[src/rtl/da_ramp_sched_pkg.sv]
// Shared constants and state encoding for the DAC setpoint ramp scheduler.
package da_ramp_sched_pkg;

  localparam int         NUM_CH    = 16;
  localparam logic [4:0] ADDR_STEP = 5'd16;

  typedef enum logic [1:0] {
    IDLE  = 2'd0,
    SWEEP = 2'd1,
    WAIT  = 2'd2
  } sched_state_t;

endpackage

[src/rtl/da_ramp_sched_step.sv]
// Combinational slew limiter: moves one channel value toward its effective
// target by at most one step, never overshooting.
module da_ramp_step (
  input  logic [9:0] cur,
  input  logic [9:0] tgt,
  input  logic [9:0] step,
  output logic [9:0] nxt
);

  logic        up;
  logic [10:0] diff;

  // The 11-bit difference keeps the magnitude compare free of wrap-around.
  always_comb begin
    up   = tgt > cur;
    diff = up ? ({1'b0, tgt} - {1'b0, cur}) : ({1'b0, cur} - {1'b0, tgt});
    if ((step == 10'd0) || (diff <= {1'b0, step})) begin
      nxt = tgt;
    end else if (up) begin
      nxt = cur + step;
    end else begin
      nxt = cur - step;
    end
  end

endmodule

[src/rtl/da_ramp_sched.sv]
// Slew-limited setpoint scheduler for the 16 DAC channels: sweeps one channel
// per cycle into a work set, then commits the whole set on a serializer RdAck.
module da_ramp_sched
  import da_ramp_sched_pkg::*;
#(
  parameter int         FRAME_DIV   = 4,
  parameter logic [9:0] STEP_INIT   = 10'd8,
  parameter int         ACK_TIMEOUT = 64
) (
  input  logic       Clk1,
  input  logic       aRst,
  input  logic       WrEn,
  input  logic [4:0] WrAddr,
  input  logic [9:0] WrData,
  input  logic       Enable,
  input  logic       RdAck,
  output logic [9:0] DA0Data,
  output logic [9:0] DA1Data,
  output logic [9:0] DA2Data,
  output logic [9:0] DA3Data,
  output logic [9:0] DA4Data,
  output logic [9:0] DA5Data,
  output logic [9:0] DA6Data,
  output logic [9:0] DA7Data,
  output logic [9:0] DA8Data,
  output logic [9:0] DA9Data,
  output logic [9:0] DA10Data,
  output logic [9:0] DA11Data,
  output logic [9:0] DA12Data,
  output logic [9:0] DA13Data,
  output logic [9:0] DA14Data,
  output logic [9:0] DA15Data,
  output logic       SweepBusy,
  output logic       Settled,
  output logic       RdAckLost
);

  localparam logic [3:0] FRAME_LAST = 4'(FRAME_DIV - 1);
  localparam logic [7:0] ACK_MAX    = 8'(ACK_TIMEOUT);

  logic [9:0]   tgt     [NUM_CH];
  logic [9:0]   work    [NUM_CH];
  logic [9:0]   out_val [NUM_CH];
  logic [9:0]   step_q;
  logic [3:0]   frame_cnt;
  logic [3:0]   idx;
  logic [7:0]   ack_cnt;
  sched_state_t state, state_nxt;
  logic         commit;
  logic         all_match;
  logic [9:0]   eff_tgt;
  logic [9:0]   step_nxt;

  always_ff @(posedge Clk1 or posedge aRst) begin
    if (aRst) begin
      for (int i = 0; i < NUM_CH; i++) tgt[i] <= '0;
      step_q <= STEP_INIT;
    end else if (WrEn) begin
      if (!WrAddr[4]) begin
        tgt[WrAddr[3:0]] <= WrData;
      end else if (WrAddr == ADDR_STEP) begin
        step_q <= WrData;
      end
    end
  end

  always_ff @(posedge Clk1 or posedge aRst) begin
    if (aRst) begin
      frame_cnt <= '0;
    end else if (RdAck) begin
      frame_cnt <= (frame_cnt == FRAME_LAST) ? 4'd0 : frame_cnt + 4'd1;
    end
  end

  always_ff @(posedge Clk1 or posedge aRst) begin
    if (aRst) begin
      state <= IDLE;
      idx   <= '0;
    end else begin
      state <= state_nxt;
      idx   <= (state == SWEEP) ? idx + 4'd1 : 4'd0;
    end
  end

  // A RdAck during SWEEP only advances frame_cnt; commits happen from WAIT.
  always_comb begin
    state_nxt = state;
    commit    = 1'b0;
    case (state)
      IDLE:  if (RdAck && (frame_cnt == FRAME_LAST)) state_nxt = SWEEP;
      SWEEP: if (idx == 4'd15) state_nxt = WAIT;
      WAIT: begin
        if (RdAck) begin
          commit    = 1'b1;
          state_nxt = IDLE;
        end
      end
      default: state_nxt = IDLE;
    endcase
  end

  assign eff_tgt = Enable ? tgt[idx] : 10'd0;

  da_ramp_step u_step (
    .cur  (out_val[idx]),
    .tgt  (eff_tgt),
    .step (step_q),
    .nxt  (step_nxt)
  );

  always_ff @(posedge Clk1 or posedge aRst) begin
    if (aRst) begin
      for (int i = 0; i < NUM_CH; i++) begin
        work[i]    <= '0;
        out_val[i] <= '0;
      end
    end else begin
      if (state == SWEEP) work[idx] <= step_nxt;
      if (commit) begin
        for (int i = 0; i < NUM_CH; i++) out_val[i] <= work[i];
      end
    end
  end

  // The RdAck that clears a lost flag is also allowed to commit a pending set.
  always_ff @(posedge Clk1 or posedge aRst) begin
    if (aRst) begin
      ack_cnt   <= '0;
      RdAckLost <= 1'b0;
    end else if (RdAck) begin
      ack_cnt   <= '0;
      RdAckLost <= 1'b0;
    end else if (ack_cnt == ACK_MAX) begin
      RdAckLost <= 1'b1;
    end else begin
      ack_cnt <= ack_cnt + 8'd1;
    end
  end

  always_comb begin
    all_match = 1'b1;
    for (int i = 0; i < NUM_CH; i++) begin
      if (out_val[i] != (Enable ? tgt[i] : 10'd0)) all_match = 1'b0;
    end
  end

  always_ff @(posedge Clk1 or posedge aRst) begin
    if (aRst) begin
      SweepBusy <= 1'b0;
      Settled   <= 1'b1;
    end else begin
      SweepBusy <= (state == SWEEP) || (state == WAIT);
      Settled   <= (state == IDLE) && all_match;
    end
  end

  assign DA0Data  = out_val[0];
  assign DA1Data  = out_val[1];
  assign DA2Data  = out_val[2];
  assign DA3Data  = out_val[3];
  assign DA4Data  = out_val[4];
  assign DA5Data  = out_val[5];
  assign DA6Data  = out_val[6];
  assign DA7Data  = out_val[7];
  assign DA8Data  = out_val[8];
  assign DA9Data  = out_val[9];
  assign DA10Data = out_val[10];
  assign DA11Data = out_val[11];
  assign DA12Data = out_val[12];
  assign DA13Data = out_val[13];
  assign DA14Data = out_val[14];
  assign DA15Data = out_val[15];

endmodule

[config.mk]
export PLATFORM = sky130hd
export DESIGN_NAME = da_ramp_sched
export DESIGN_NICKNAME = d
export VERILOG_FILES = /design/src/rtl/da_ramp_sched_pkg.sv /design/src/rtl/da_ramp_sched_step.sv /design/src/rtl/da_ramp_sched.sv
export SDC_FILE = /design/constraint.sdc
export NUM_CORES = 1
export LEC_CHECK = 0
export ABC_AREA = 0
export BUFFER_PORTS_ARGS = -buffer_cell sky130_fd_sc_hd__buf_2
export CORE_MARGIN = 2
export CORE_UTILIZATION = 49
export DETAILED_ROUTE_END_ITERATION = 8
export PLACE_DENSITY = 0.67
export SYNTH_ARGS = -nofsm -noshare
export SYNTH_HDL_FRONTEND = slang
export SYNTH_SLANG_ARGS = --single-unit
[constraint.sdc]
create_clock -name Clk1 -period 20.8 [get_ports Clk1]
set_input_delay 2.08 -clock Clk1 [delete_from_list [all_inputs] [get_ports Clk1]]
set_output_delay 2.08 -clock Clk1 [all_outputs]
set_load 0.02 [all_outputs]
==> impl_results.md <==
- Status: finished clean
- Compound-Gate Fraction of Synth Area: ~11%
- Cts bufs inserted: 54
- Core Rows: between 80 and 90
- XOR/XNOR share of the synthesized area: 2.03%
- Fill cell count: 4,629
- IO Port Bufs: 182
- Syn Nets: 2,408
- Setup crit start: idx[0]
- Min-delay worst type: flop to flop
- Final Instance Area: 30,100 um2
- Setup TNS: 0 ns
- CTS max path bufs: 3
- # hold bufs at CTS: 0
- Detailed-route via count: around 21,000
- Final WL: 112,000 um
- CTS tree: done
- Die X: 238 um
- Worst Reg-to-Reg Cells: 22
- Top sig layer: met5
- Max cap viols: 0
- Final Max Slew Viols: 0
- Post-Route M1 WL: 44,200 um
- Met3 Wirelength: approximately 11,000 um
- Vias/cell: 6.58
- Area growth, synth to finish: 12.4%
- Worst vdd ir: 261 uV
- Part of the power in registers: 31.8%
- H-tree depth: 2
- Adder-cell share of the synthesized area: 2.56%
- P_sw: 2.75 mW
- Crit path cell chain: buf_4 -> mux4_2 -> mux4_2 -> and2_1 -> inv_1 -> ha_1 -> nand4_2 -> or4_4 -> o21ai_2 -> buf_4 -> mux2_2 -> a21oi_1 -> o21a_1 -> xnor2_1 -> ha_1 -> a21o_1 -> a21oi_1 -> a21oi_1 -> nand2_1 -> a31oi_4 -> mux2i_4 -> o21ai_0
- Worst-Skew Late Latency: 0.63 ns
- Buffer count from post-CTS setup fixing: 0
- Unrepaired setup endpoints after global routing: false
- Startpoint types: flop
- Remaining Overflow, GRT: 0
- DR iter-0 viols: 2,329
- Gr usage total: 39.9%
- Worst r2r src: idx[0]
- Drt drc: 0
- IO Pins: 183
- Worst EP required: ~21 ns
- Die ar.: 56,500 um2
- Syn. warnings: 0
- EDFF count, synth: 0
- Mapped Avg Cell Area: 11.5 um2
- Worst rel slew slack: 14.3%
- DR WL met2: 49,600 um
- Dpl hpwl: 81,500 um
- Largest net degree at the start of global routing: ~170
- Post-route antenna net violation count: 0
- Slowest cell on crit path: mux2i_4
- Wire per inst: 34.8 um
- Hold Vio Cnt, Final: 0
- Yosys cell types: 60
- Resized cells post-CTS: 0
- Clock Sinks: about 500
- GPL Wtd Cong: 1.02
- First-pass GRT wire length: 157,000 um
- Reg2Reg Setup Slack: 12.00 ns
- Reg clk slew, reported paths: 0.06 ns
- Logic pwr share: between 40% and 50%
- Worst setup endpoint: work[127]
- Most common cell after layout, fill and taps aside: dfrtp_1
- Clock root cell: clkbuf_16
- Share of layout cells above drive strength 1: 32.8%
- Yosys top cell area share: between 40 and 50%
- Max Fclk: about 0.11 GHz
- Post-synth top flop: dfrtp_1
- Most Frequent Cell on Critical Path: a21oi_1
- Combinational family with the most area after synthesis: multiplexers
- Tot Pwr: 5.51 mW
- Layout Nets: 2,543
- Synth area leaders: dfrtp_1, mux2_2, mux4_2, nand2_1, o21ai_0
- Skew final: 0.0245 ns
- Worst slew pin tran: 1.26 ns
- DR pass1 iterations: 6
- Asr flop ratio synth: 100%
- Vias in the first global route: between 20,000 and 25,000
- Height of the die: ~240 um
- Placed Instance Area: 28,200 um2
- Crit path DAT: 9.24 ns
- Pint: approximately 2.8 mW
- Reg2Reg Capture Point: work[127]
- Mux cell area share after synthesis: 22.5%
- Crit-path max FO: 49
- Starting Density: 49.6%
- Critical Path End Type: flop
- P_leak: between 10 and 15 nW
- Share of power burned in the clock network: 18.3%
- Final setup violation count: 0
- Syn Std Cell Area: around 27,000 um2
- Initial antenna violation count: 10
- Synthesis-stage register bit count: 511
- CP Class: flop to flop
- Most frequent cells in the layout: dfrtp_1, nand2_1, mux2_2
- Cells after Synth: ~2,300
- Final Cycle Share: 42.3%
- Core area: 53,900 um2
- Sequential cell area fraction in the yosys report: between 40% and 50%
- Sw frac: between 40% and 50%
- Pwr Density: 183 nW/um2
- Synth Area in Simple Gates: 9.59%
- Critical Path Max Stage Delay: between 1 and 1.5 ns
- Final Critical Period: 8.80 ns
- Post-synth top area cell: dfrtp_1
-- cell type report --
type                       count  area (um2)  area share, %
antenna                        2        5.00         0.0167
timing repair buffer         216        1180           3.93
clock inverter                23         249          0.828
sequential                   511       12800           42.6
clock buffer                  78        1600           5.33
multi-input combinational   1561       12900           42.8
inverter                     126         480           1.60
tap                          696         871           2.90
-- worst max-delay path, delay by kind of cell (launching register included) --
kind	cells	cell delay [ns]
buf+inv	3	1.28
compound gates	8	1.90
fa+ha+maj	2	0.58
flops	1	0.87
xor+xnor	1	0.07
mux	4	2.72
simple gates	4	1.10
-- power by group through the flow --
stage               combinational [mW]  sequential, mW  clock (mW)
floorplan                         1.78            1.57           0
global placement                  2.68            1.73           0
detailed placement                2.71            1.74           0
CTS                               2.72            1.72        1.02
global route                      2.88            1.75        1.06
finish                            2.75            1.75        1.01
-- layer usage --
layer / GRT usage (%) / up-vias
met5: 0 / -
met4: 21.9 / 2
met3: 8.98 / 329
met2: 60.1 / 1248
met1: 53.7 / 10884
li1: - / 8664
-- kinds of logic (layout without fill, tap and decap cells) --
logic type      after synthesis  in the layout
other cells                   0              2
xor+xnor                     62             62
buf+inv                     263            443
compound gates              449            449
fa+ha+maj                    53             53
flops                       511            511
simple gates                568            568
mux                         429            429
-- cell usage after synthesis, drive strengths merged (13+ instances only) --
cell	instances
xnor2	50
nor2b	14
nand3	64
mux4	99
nand2	322
inv	126
nor4	14
a22o	20
o21ai	258
mux2i	18
nor3	15
o22ai	39
mux2	312
dfrtp	509
buf	50
a21oi	29
ha	50
nand3b	25
nor2	55
clkbuf	87
a221oi	24
and2	13
nand4	23
a22oi	29
-- flip-flops by register name, indices dropped and copies added, names as in the netlist, 10 cells and up --
signal and count:
DA2Data 10, DA11Data 10, tgt 160, step_q 10, DA12Data 10, DA10Data 10, DA15Data 10, DA6Data 10
DA13Data 10, DA7Data 10, DA3Data 10, work 160, DA8Data 10, DA4Data 10, DA0Data 10, DA1Data 10
DA14Data 10, DA5Data 10, DA9Data 10
-- worst min path at each step --
stage          slack (ns)  cells past startpoint  endpoint      from
4_1_cts              0.48                      2  work[19]  work[19]
3_3_place_gp         0.46                      2  work[64]  work[64]
5_1_grt              0.49                      2  work[69]  work[69]
2_1_floorplan        0.45                      2   work[0]   work[0]
6_report             0.47                      2   work[6]   work[6]
3_5_place_dp         0.46                      2  work[54]  work[54]
-- per-stage QoR --
step           util, %  hold WS, ns  setup slack, ns  instances
6_report          55.7        0.473            12.00       3213
5_1_grt           55.7        0.485            11.63       3211
4_1_cts           55.7        0.476            11.99       3211
3_5_place_dp      52.3        0.462            11.50       3110
3_3_place_gp      52.3        0.456            11.59       3110
2_1_floorplan        -        0.446             4.45       2335
No activity file was read; power rests on OpenSTA's default activity.
